### src/rtl/triangle_setup.sv
// triangle_setup
//   Groups the screen-space vertex stream into triangles, computes the signed
//   doubled area and a screen-clamped bounding box, drops degenerate /
//   off-screen / (optionally) back-facing triangles and hands the survivors to
//   the rasterizer over a valid/ready handshake.
//
// Ports
//   i_clk, i_rst          clock, synchronous active-high reset
//   i_flush               drop a partially collected triangle (COLLECT only)
//   i_vertex_valid/o_vertex_ready, i_x/i_y (Q16.16), i_z, i_u, i_v  vertex in
//   o_tri_valid/i_tri_ready                                         descriptor handshake
//   o_x/o_y {v2,v1,v0} integer pixels, o_z, o_u, o_v {v2,v1,v0}      descriptor data
//   o_area (35-bit signed doubled area), o_bbox_* (clamped, unsigned)
//
// Optional build macro TRI_SETUP_STATS_EN adds o_tri_emitted_cnt and
// o_tri_culled_cnt (16-bit wrapping counters).
module triangle_setup #(
  parameter int SCREEN_W      = 320,
  parameter int SCREEN_H      = 240,
  parameter int CULL_BACKFACE = 1
) (
  input  logic        i_clk,
  input  logic        i_rst,
  input  logic        i_flush,
  input  logic        i_vertex_valid,
  output logic        o_vertex_ready,
  input  logic [31:0] i_x,
  input  logic [31:0] i_y,
  input  logic [7:0]  i_z,
  input  logic [31:0] i_u,
  input  logic [31:0] i_v,
  output logic        o_tri_valid,
  input  logic        i_tri_ready,
  output logic [47:0] o_x,
  output logic [47:0] o_y,
  output logic [23:0] o_z,
  output logic [95:0] o_u,
  output logic [95:0] o_v,
  output logic [34:0] o_area,
  output logic [15:0] o_bbox_min_x,
  output logic [15:0] o_bbox_max_x,
  output logic [15:0] o_bbox_min_y,
  output logic [15:0] o_bbox_max_y
`ifdef TRI_SETUP_STATS_EN
  ,
  output logic [15:0] o_tri_emitted_cnt,
  output logic [15:0] o_tri_culled_cnt
`endif
);

  typedef enum logic [1:0] {
    S_COLLECT = 2'd0,
    S_DIFF    = 2'd1,
    S_AREA    = 2'd2,
    S_EMIT    = 2'd3
  } state_t;

  localparam logic signed [15:0] X_MAX_C = 16'(SCREEN_W - 1);
  localparam logic signed [15:0] Y_MAX_C = 16'(SCREEN_H - 1);
  localparam logic signed [15:0] X_LIM_C = 16'(SCREEN_W);
  localparam logic signed [15:0] Y_LIM_C = 16'(SCREEN_H);

  function automatic logic signed [15:0] smin3(input logic signed [15:0] a,
                                               input logic signed [15:0] b,
                                               input logic signed [15:0] c);
    logic signed [15:0] m;
    m = (a < b) ? a : b;
    return (c < m) ? c : m;
  endfunction

  function automatic logic signed [15:0] smax3(input logic signed [15:0] a,
                                               input logic signed [15:0] b,
                                               input logic signed [15:0] c);
    logic signed [15:0] m;
    m = (a > b) ? a : b;
    return (c > m) ? c : m;
  endfunction

  state_t                   state_q, state_d;
  logic [1:0]               idx_q, idx_d;
  logic [2:0][15:0]         x_q, x_d, y_q, y_d;
  logic [2:0][7:0]          z_q, z_d;
  logic [2:0][31:0]         u_q, u_d, v_q, v_d;
  logic signed [16:0]       dx1_q, dx1_d, dy1_q, dy1_d, dx2_q, dx2_d, dy2_q, dy2_d;
  logic signed [15:0]       min_x_q, min_x_d, max_x_q, max_x_d;
  logic signed [15:0]       min_y_q, min_y_d, max_y_q, max_y_d;
  logic signed [34:0]       area_q, area_d;
  logic [15:0]              bb_min_x_q, bb_min_x_d, bb_max_x_q, bb_max_x_d;
  logic [15:0]              bb_min_y_q, bb_min_y_d, bb_max_y_q, bb_max_y_d;
  logic                     off_q, off_d;
  logic                     tri_valid_q, tri_valid_d;

  logic                     accept_s, drop_s, hs_s, drop_evt_s;
  logic signed [34:0]       prod1_s, prod2_s;

  // Flush wins over a simultaneous vertex, so it also masks ready.
  assign o_vertex_ready = (state_q == S_COLLECT) && !i_flush;
  assign accept_s       = i_vertex_valid && o_vertex_ready;
  assign drop_s         = (area_q == 35'sd0) || off_q ||
                          ((CULL_BACKFACE != 0) && area_q[34]);
  assign hs_s           = tri_valid_q && i_tri_ready;
  assign drop_evt_s     = (state_q == S_EMIT) && !tri_valid_q && drop_s;

  // Cross products at full 35-bit width; the exact result always fits.
  assign prod1_s = $signed({{18{dx1_q[16]}}, dx1_q}) * $signed({{18{dy2_q[16]}}, dy2_q});
  assign prod2_s = $signed({{18{dx2_q[16]}}, dx2_q}) * $signed({{18{dy1_q[16]}}, dy1_q});

  // Next-state and datapath update for the collect/diff/area/emit pipeline.
  always_comb begin
    state_d     = state_q;
    idx_d       = idx_q;
    x_d         = x_q;
    y_d         = y_q;
    z_d         = z_q;
    u_d         = u_q;
    v_d         = v_q;
    dx1_d       = dx1_q;
    dy1_d       = dy1_q;
    dx2_d       = dx2_q;
    dy2_d       = dy2_q;
    min_x_d     = min_x_q;
    max_x_d     = max_x_q;
    min_y_d     = min_y_q;
    max_y_d     = max_y_q;
    area_d      = area_q;
    bb_min_x_d  = bb_min_x_q;
    bb_max_x_d  = bb_max_x_q;
    bb_min_y_d  = bb_min_y_q;
    bb_max_y_d  = bb_max_y_q;
    off_d       = off_q;
    tri_valid_d = tri_valid_q;
    case (state_q)
      S_COLLECT: begin
        if (i_flush) begin
          idx_d = 2'd0;
        end else if (accept_s) begin
          x_d[idx_q] = i_x[31:16];
          y_d[idx_q] = i_y[31:16];
          z_d[idx_q] = i_z;
          u_d[idx_q] = i_u;
          v_d[idx_q] = i_v;
          if (idx_q == 2'd2) begin
            idx_d   = 2'd0;
            state_d = S_DIFF;
          end else begin
            idx_d = idx_q + 2'd1;
          end
        end else begin
          idx_d = idx_q;
        end
      end
      S_DIFF: begin
        dx1_d   = {x_q[1][15], x_q[1]} - {x_q[0][15], x_q[0]};
        dy1_d   = {y_q[1][15], y_q[1]} - {y_q[0][15], y_q[0]};
        dx2_d   = {x_q[2][15], x_q[2]} - {x_q[0][15], x_q[0]};
        dy2_d   = {y_q[2][15], y_q[2]} - {y_q[0][15], y_q[0]};
        min_x_d = smin3(x_q[0], x_q[1], x_q[2]);
        max_x_d = smax3(x_q[0], x_q[1], x_q[2]);
        min_y_d = smin3(y_q[0], y_q[1], y_q[2]);
        max_y_d = smax3(y_q[0], y_q[1], y_q[2]);
        state_d = S_AREA;
      end
      S_AREA: begin
        area_d     = prod1_s - prod2_s;
        bb_min_x_d = min_x_q[15] ? 16'd0 : min_x_q;
        bb_min_y_d = min_y_q[15] ? 16'd0 : min_y_q;
        bb_max_x_d = (max_x_q > X_MAX_C) ? X_MAX_C : max_x_q;
        bb_max_y_d = (max_y_q > Y_MAX_C) ? Y_MAX_C : max_y_q;
        off_d      = max_x_q[15] || max_y_q[15] ||
                     (min_x_q >= X_LIM_C) || (min_y_q >= Y_LIM_C);
        state_d    = S_EMIT;
      end
      S_EMIT: begin
        // First EMIT cycle decides; afterwards the descriptor is held until taken.
        if (hs_s) begin
          tri_valid_d = 1'b0;
          state_d     = S_COLLECT;
        end else if (drop_evt_s) begin
          state_d = S_COLLECT;
        end else begin
          tri_valid_d = 1'b1;
        end
      end
      default: begin
        state_d = S_COLLECT;
      end
    endcase
  end

  // Pipeline and FSM registers with synchronous reset.
  always_ff @(posedge i_clk) begin
    if (i_rst) begin
      state_q     <= S_COLLECT;
      idx_q       <= 2'd0;
      x_q         <= '0;
      y_q         <= '0;
      z_q         <= '0;
      u_q         <= '0;
      v_q         <= '0;
      dx1_q       <= 17'sd0;
      dy1_q       <= 17'sd0;
      dx2_q       <= 17'sd0;
      dy2_q       <= 17'sd0;
      min_x_q     <= 16'sd0;
      max_x_q     <= 16'sd0;
      min_y_q     <= 16'sd0;
      max_y_q     <= 16'sd0;
      area_q      <= 35'sd0;
      bb_min_x_q  <= 16'd0;
      bb_max_x_q  <= 16'd0;
      bb_min_y_q  <= 16'd0;
      bb_max_y_q  <= 16'd0;
      off_q       <= 1'b0;
      tri_valid_q <= 1'b0;
    end else begin
      state_q     <= state_d;
      idx_q       <= idx_d;
      x_q         <= x_d;
      y_q         <= y_d;
      z_q         <= z_d;
      u_q         <= u_d;
      v_q         <= v_d;
      dx1_q       <= dx1_d;
      dy1_q       <= dy1_d;
      dx2_q       <= dx2_d;
      dy2_q       <= dy2_d;
      min_x_q     <= min_x_d;
      max_x_q     <= max_x_d;
      min_y_q     <= min_y_d;
      max_y_q     <= max_y_d;
      area_q      <= area_d;
      bb_min_x_q  <= bb_min_x_d;
      bb_max_x_q  <= bb_max_x_d;
      bb_min_y_q  <= bb_min_y_d;
      bb_max_y_q  <= bb_max_y_d;
      off_q       <= off_d;
      tri_valid_q <= tri_valid_d;
    end
  end

  assign o_tri_valid  = tri_valid_q;
  assign o_x          = x_q;
  assign o_y          = y_q;
  assign o_z          = z_q;
  assign o_u          = u_q;
  assign o_v          = v_q;
  assign o_area       = area_q;
  assign o_bbox_min_x = bb_min_x_q;
  assign o_bbox_max_x = bb_max_x_q;
  assign o_bbox_min_y = bb_min_y_q;
  assign o_bbox_max_y = bb_max_y_q;

`ifdef TRI_SETUP_STATS_EN
  logic [15:0] emitted_cnt_q, emitted_cnt_d, culled_cnt_q, culled_cnt_d;

  // Wrapping event counters for transferred and dropped triangles.
  always_comb begin
    emitted_cnt_d = emitted_cnt_q;
    culled_cnt_d  = culled_cnt_q;
    if (hs_s) begin
      emitted_cnt_d = emitted_cnt_q + 16'd1;
    end else begin
      emitted_cnt_d = emitted_cnt_q;
    end
    if (drop_evt_s) begin
      culled_cnt_d = culled_cnt_q + 16'd1;
    end else begin
      culled_cnt_d = culled_cnt_q;
    end
  end

  // Counter registers.
  always_ff @(posedge i_clk) begin
    if (i_rst) begin
      emitted_cnt_q <= 16'd0;
      culled_cnt_q  <= 16'd0;
    end else begin
      emitted_cnt_q <= emitted_cnt_d;
      culled_cnt_q  <= culled_cnt_d;
    end
  end

  assign o_tri_emitted_cnt = emitted_cnt_q;
  assign o_tri_culled_cnt  = culled_cnt_q;
`endif

endmodule

### config.mk
export PLATFORM = sky130hd
export DESIGN_NAME = triangle_setup
export DESIGN_NICKNAME = d
export VERILOG_FILES = /design/src/rtl/triangle_setup.sv
export SDC_FILE = /design/constraint.sdc
export NUM_CORES = 2
export LEC_CHECK = 0
export CAP_MARGIN = 20
export CORE_ASPECT_RATIO = 0.9
export CORE_MARGIN = 10
export CORE_UTILIZATION = 63
export DETAILED_ROUTE_END_ITERATION = 16
export PLACE_DENSITY = 0.88
export SKIP_CTS_REPAIR_TIMING = 1
export SKIP_LAST_GASP = 1
export SYNTH_ARGS = -nofsm -noshare
export SYNTH_HDL_FRONTEND = slang
export SYNTH_SLANG_ARGS = --single-unit
### constraint.sdc
create_clock -name i_clk -period 13.9 [get_ports i_clk]
set_input_delay 1.39 -clock i_clk [delete_from_list [all_inputs] [get_ports i_clk]]
set_output_delay 1.39 -clock i_clk [all_outputs]
set_load 0.01 [all_outputs]
==> results.txt <==
Post-DR wirelength/cell -> 23.5 um
Min cycle time layout -> 8840 ps
Pwr Density -> 164 nW/um^2
GR Util met3 -> 11.7%
Max_cap viols -> 0
Worst Path Required -> 14440 ps
Avg Cell Area, Syn -> 8.70 um^2
Site row count -> 95
H-tree depth -> 2
Register bit total from synthesis -> 547
Worst skew pair latency -> 650 ps
Final-report hold violation count -> 0
Fmax -> 113 MHz
Primary FF master, synth -> dfxtp_1
Clock sinks -> 547
Fill count -> 5121
Total track usage -> 36.6%
R2R Setup Slk -> 5060 ps
Layout cells sized above 1 -> 3.19%
Clk pin slew, worst setup/hold paths -> 70 ps
Most frequent cell after synthesis -> nand2_1
Global Route met2 Usage -> 58.3%
Sum Neg Setup Slack -> 0 ps
Die area -> 86200 um^2
Register area share after synthesis -> 23.2%
Die Y -> 280 um
Largest net degree at the start of global routing -> 220
Post-layout utilization of the core -> 73.8%
Placer Congestion -> 1.01
Worst slew pin tran -> 1240 ps
Initial antenna violation count -> 4
Setup crit start -> dx2_q[16]$_SDFFE_PP0N_
CP endpoint kind -> flip-flop
Fin nets -> 6839
Total wire length -> 159000 um
CP max FO -> 16
Max IR drop VDD -> 0.000309 V
Hpwl dp -> 123000 um
GR Util met1 -> 42.9%
First-pass GRT wire length -> 245000 um
Ys async rst share -> 0%
Cell area after synthesis -> 47100 um^2
Hold_sp -> o_v[69]$_SDFFE_PP0P_
Post-Syn Instances -> 5418
Die width -> 308 um
Unrepaired setup endpoints after global routing -> false
Port buffer count -> 519
Register area -> 11000 um^2
Arr. time, crit path -> 9380 ps
Crit path launch type -> flip-flop
CTS tree -> built
Share of the synthesized area in the top cell type -> 28.2%
RR Startpoint -> dx2_q[16]$_SDFFE_PP0N_
Distinct cells, synth -> 83
Synth cell count leaders -> 992 x nand2_1, 778 x inv_1, 663 x fa_1, 547 x dfxtp_1, 442 x a21oi_1
Tot Pwr -> 0.00899 W
Max-slew violations -> 0
Antenna-violating nets left -> 0
Leakage -> 22.6 nW
Remaining DRCs -> 0
EDFF count, synth -> 0
Synth Warn # -> 0
Clock Skews -> 45.7 ps
Area Overhead vs Synth -> 16.4%
Crit Path Category -> flip-flop to flip-flop
Grt total ovfl -> 0
Most used routing layer -> met2
Min-delay worst type -> flip-flop to flip-flop
Routed vias/inst -> 6.03
Total CTS buffers -> 56
Root buffer cell -> clkbuf_16
Number of global-route vias before repair -> 42000
Status -> finished, final reports clean
Area of the multi-input gates -> 32300 um^2
Slew HR -> 16.4%
Clock buffer depth -> 3
# setup viols final -> 0
Cell taking the most area after synthesis -> fa_1
DRT iter0 DRCs -> 3853
TritonRoute pass-1 iters -> 6
I/O pin cnt -> 554
Tcrit/Tclk final -> 63.6%
Core Box Area -> 74400 um^2
Dominant cells by area after synthesis -> fa_1 28%, dfxtp_1 23%, nand2_1 7.9%, ha_1 7.5%, inv_1 6.2%
Initial Util -> 63.4%
Via count -> 40800
flip-flops by register name (all words and copies together) (netlist names), 17 cells and up:
name,cells
o_y,48
o_u,96
o_x,48
o_v,96
dy1_q,17
dy2_q,17
dx1_q,17
dx2_q,17
o_z,24
o_area,35
through the flow:
step,instance area [um^2],hold slack (ps),instances,worst slack (ps)
after floorplan,47100,433,5419,6440
after global placement,52900,440,6663,5250
after detailed placement,52900,445,6663,5140
after CTS,54900,453,6765,5100
after global routing,54900,467,6766,4810
final,54900,453,6768,5060
critical path, stage by stage (launching register included):
cell and delay, ps:
dfxtp_1 350, buf_4 270, nand2_1 140, inv_1 130, fa_1 500, fa_1 980, inv_1 280, fa_1 550
inv_1 50, fa_1 500, inv_1 50, fa_1 550, fa_1 450, fa_1 500, inv_1 50, fa_1 470
inv_1 40, ha_1 370, and3_1 200, and4_1 250, nand3_1 230, a311oi_2 770, o221ai_2 240, and2_4 240
o2111a_1 250, a2111oi_2 320
report_power, final:
group	total, W	leakage, nW	internal, W	switching, W
combinational	0.00548	17.2	0.00219	0.00329
clock	0.00166	0.979	0.000977	0.000682
sequential	0.00185	4.42	0.00163	0.000216
metal layers:
metal	routed length, um	vias up
met5	12	-
met4	11600	2
met3	19400	551
met2	72400	2377
met1	56000	20000
li1	-	17900
layout make-up:
class	count	area share, %
inverters	778	5.32
well taps	970	2.21
flip-flops and latches	547	19.9
multi-input cells	3810	58.8
diodes	3	0.0137
repair buffers	558	10.0
clock buffers	79	2.93
clock inverters	23	0.736
layout by cell type (no fill, tap or decap), types with 18 or more instances in the layout:
| master | count |
|---|---|
| ha_1 | 282 |
| nor4_1 | 23 |
| fa_1 | 663 |
| o21ai_0 | 46 |
| o311ai_1 | 27 |
| nor2_1 | 222 |
| xor2_1 | 22 |
| or3_1 | 26 |
| o21a_1 | 34 |
| nand4_1 | 20 |
| nand3b_1 | 33 |
| xnor2_1 | 58 |
| clkbuf_16 | 56 |
| a21o_1 | 31 |
| nand2b_1 | 32 |
| clkdlybuf4s50_1 | 518 |
| o221ai_1 | 31 |
| a211oi_1 | 35 |
| nor3_1 | 32 |
| nand3_1 | 90 |
| a21oi_1 | 442 |
| inv_1 | 775 |
| dfxtp_1 | 547 |
| nand2_1 | 991 |
| mux2i_1 | 88 |
| nor2b_1 | 38 |
| a22oi_1 | 27 |
| and2_1 | 306 |
| buf_4 | 38 |
| and3_1 | 18 |
cells by family after synthesis:
logic type                 synth area share, %
other                                  0.00795
buffers and inverters                     8.50
AOI/OAI and AO/OA                         10.9
adders and majority gates                 35.7
and+or+nand+nor                           18.2
muxes                                     1.99
DFF                                       23.2
xor gates and xnor gates                  1.49
worst paths after layout:
path,end,depth (start not counted)
worst max-delay path,o_area[34]$_SDFFE_PP0P_,25
worst min-delay path,o_v[69]$_SDFFE_PP0P_,2
worst max register to register,o_area[34]$_SDFFE_PP0P_,25
worst min register to register,o_v[69]$_SDFFE_PP0P_,2
Note: power is estimated with default switching activity, not from simulation.
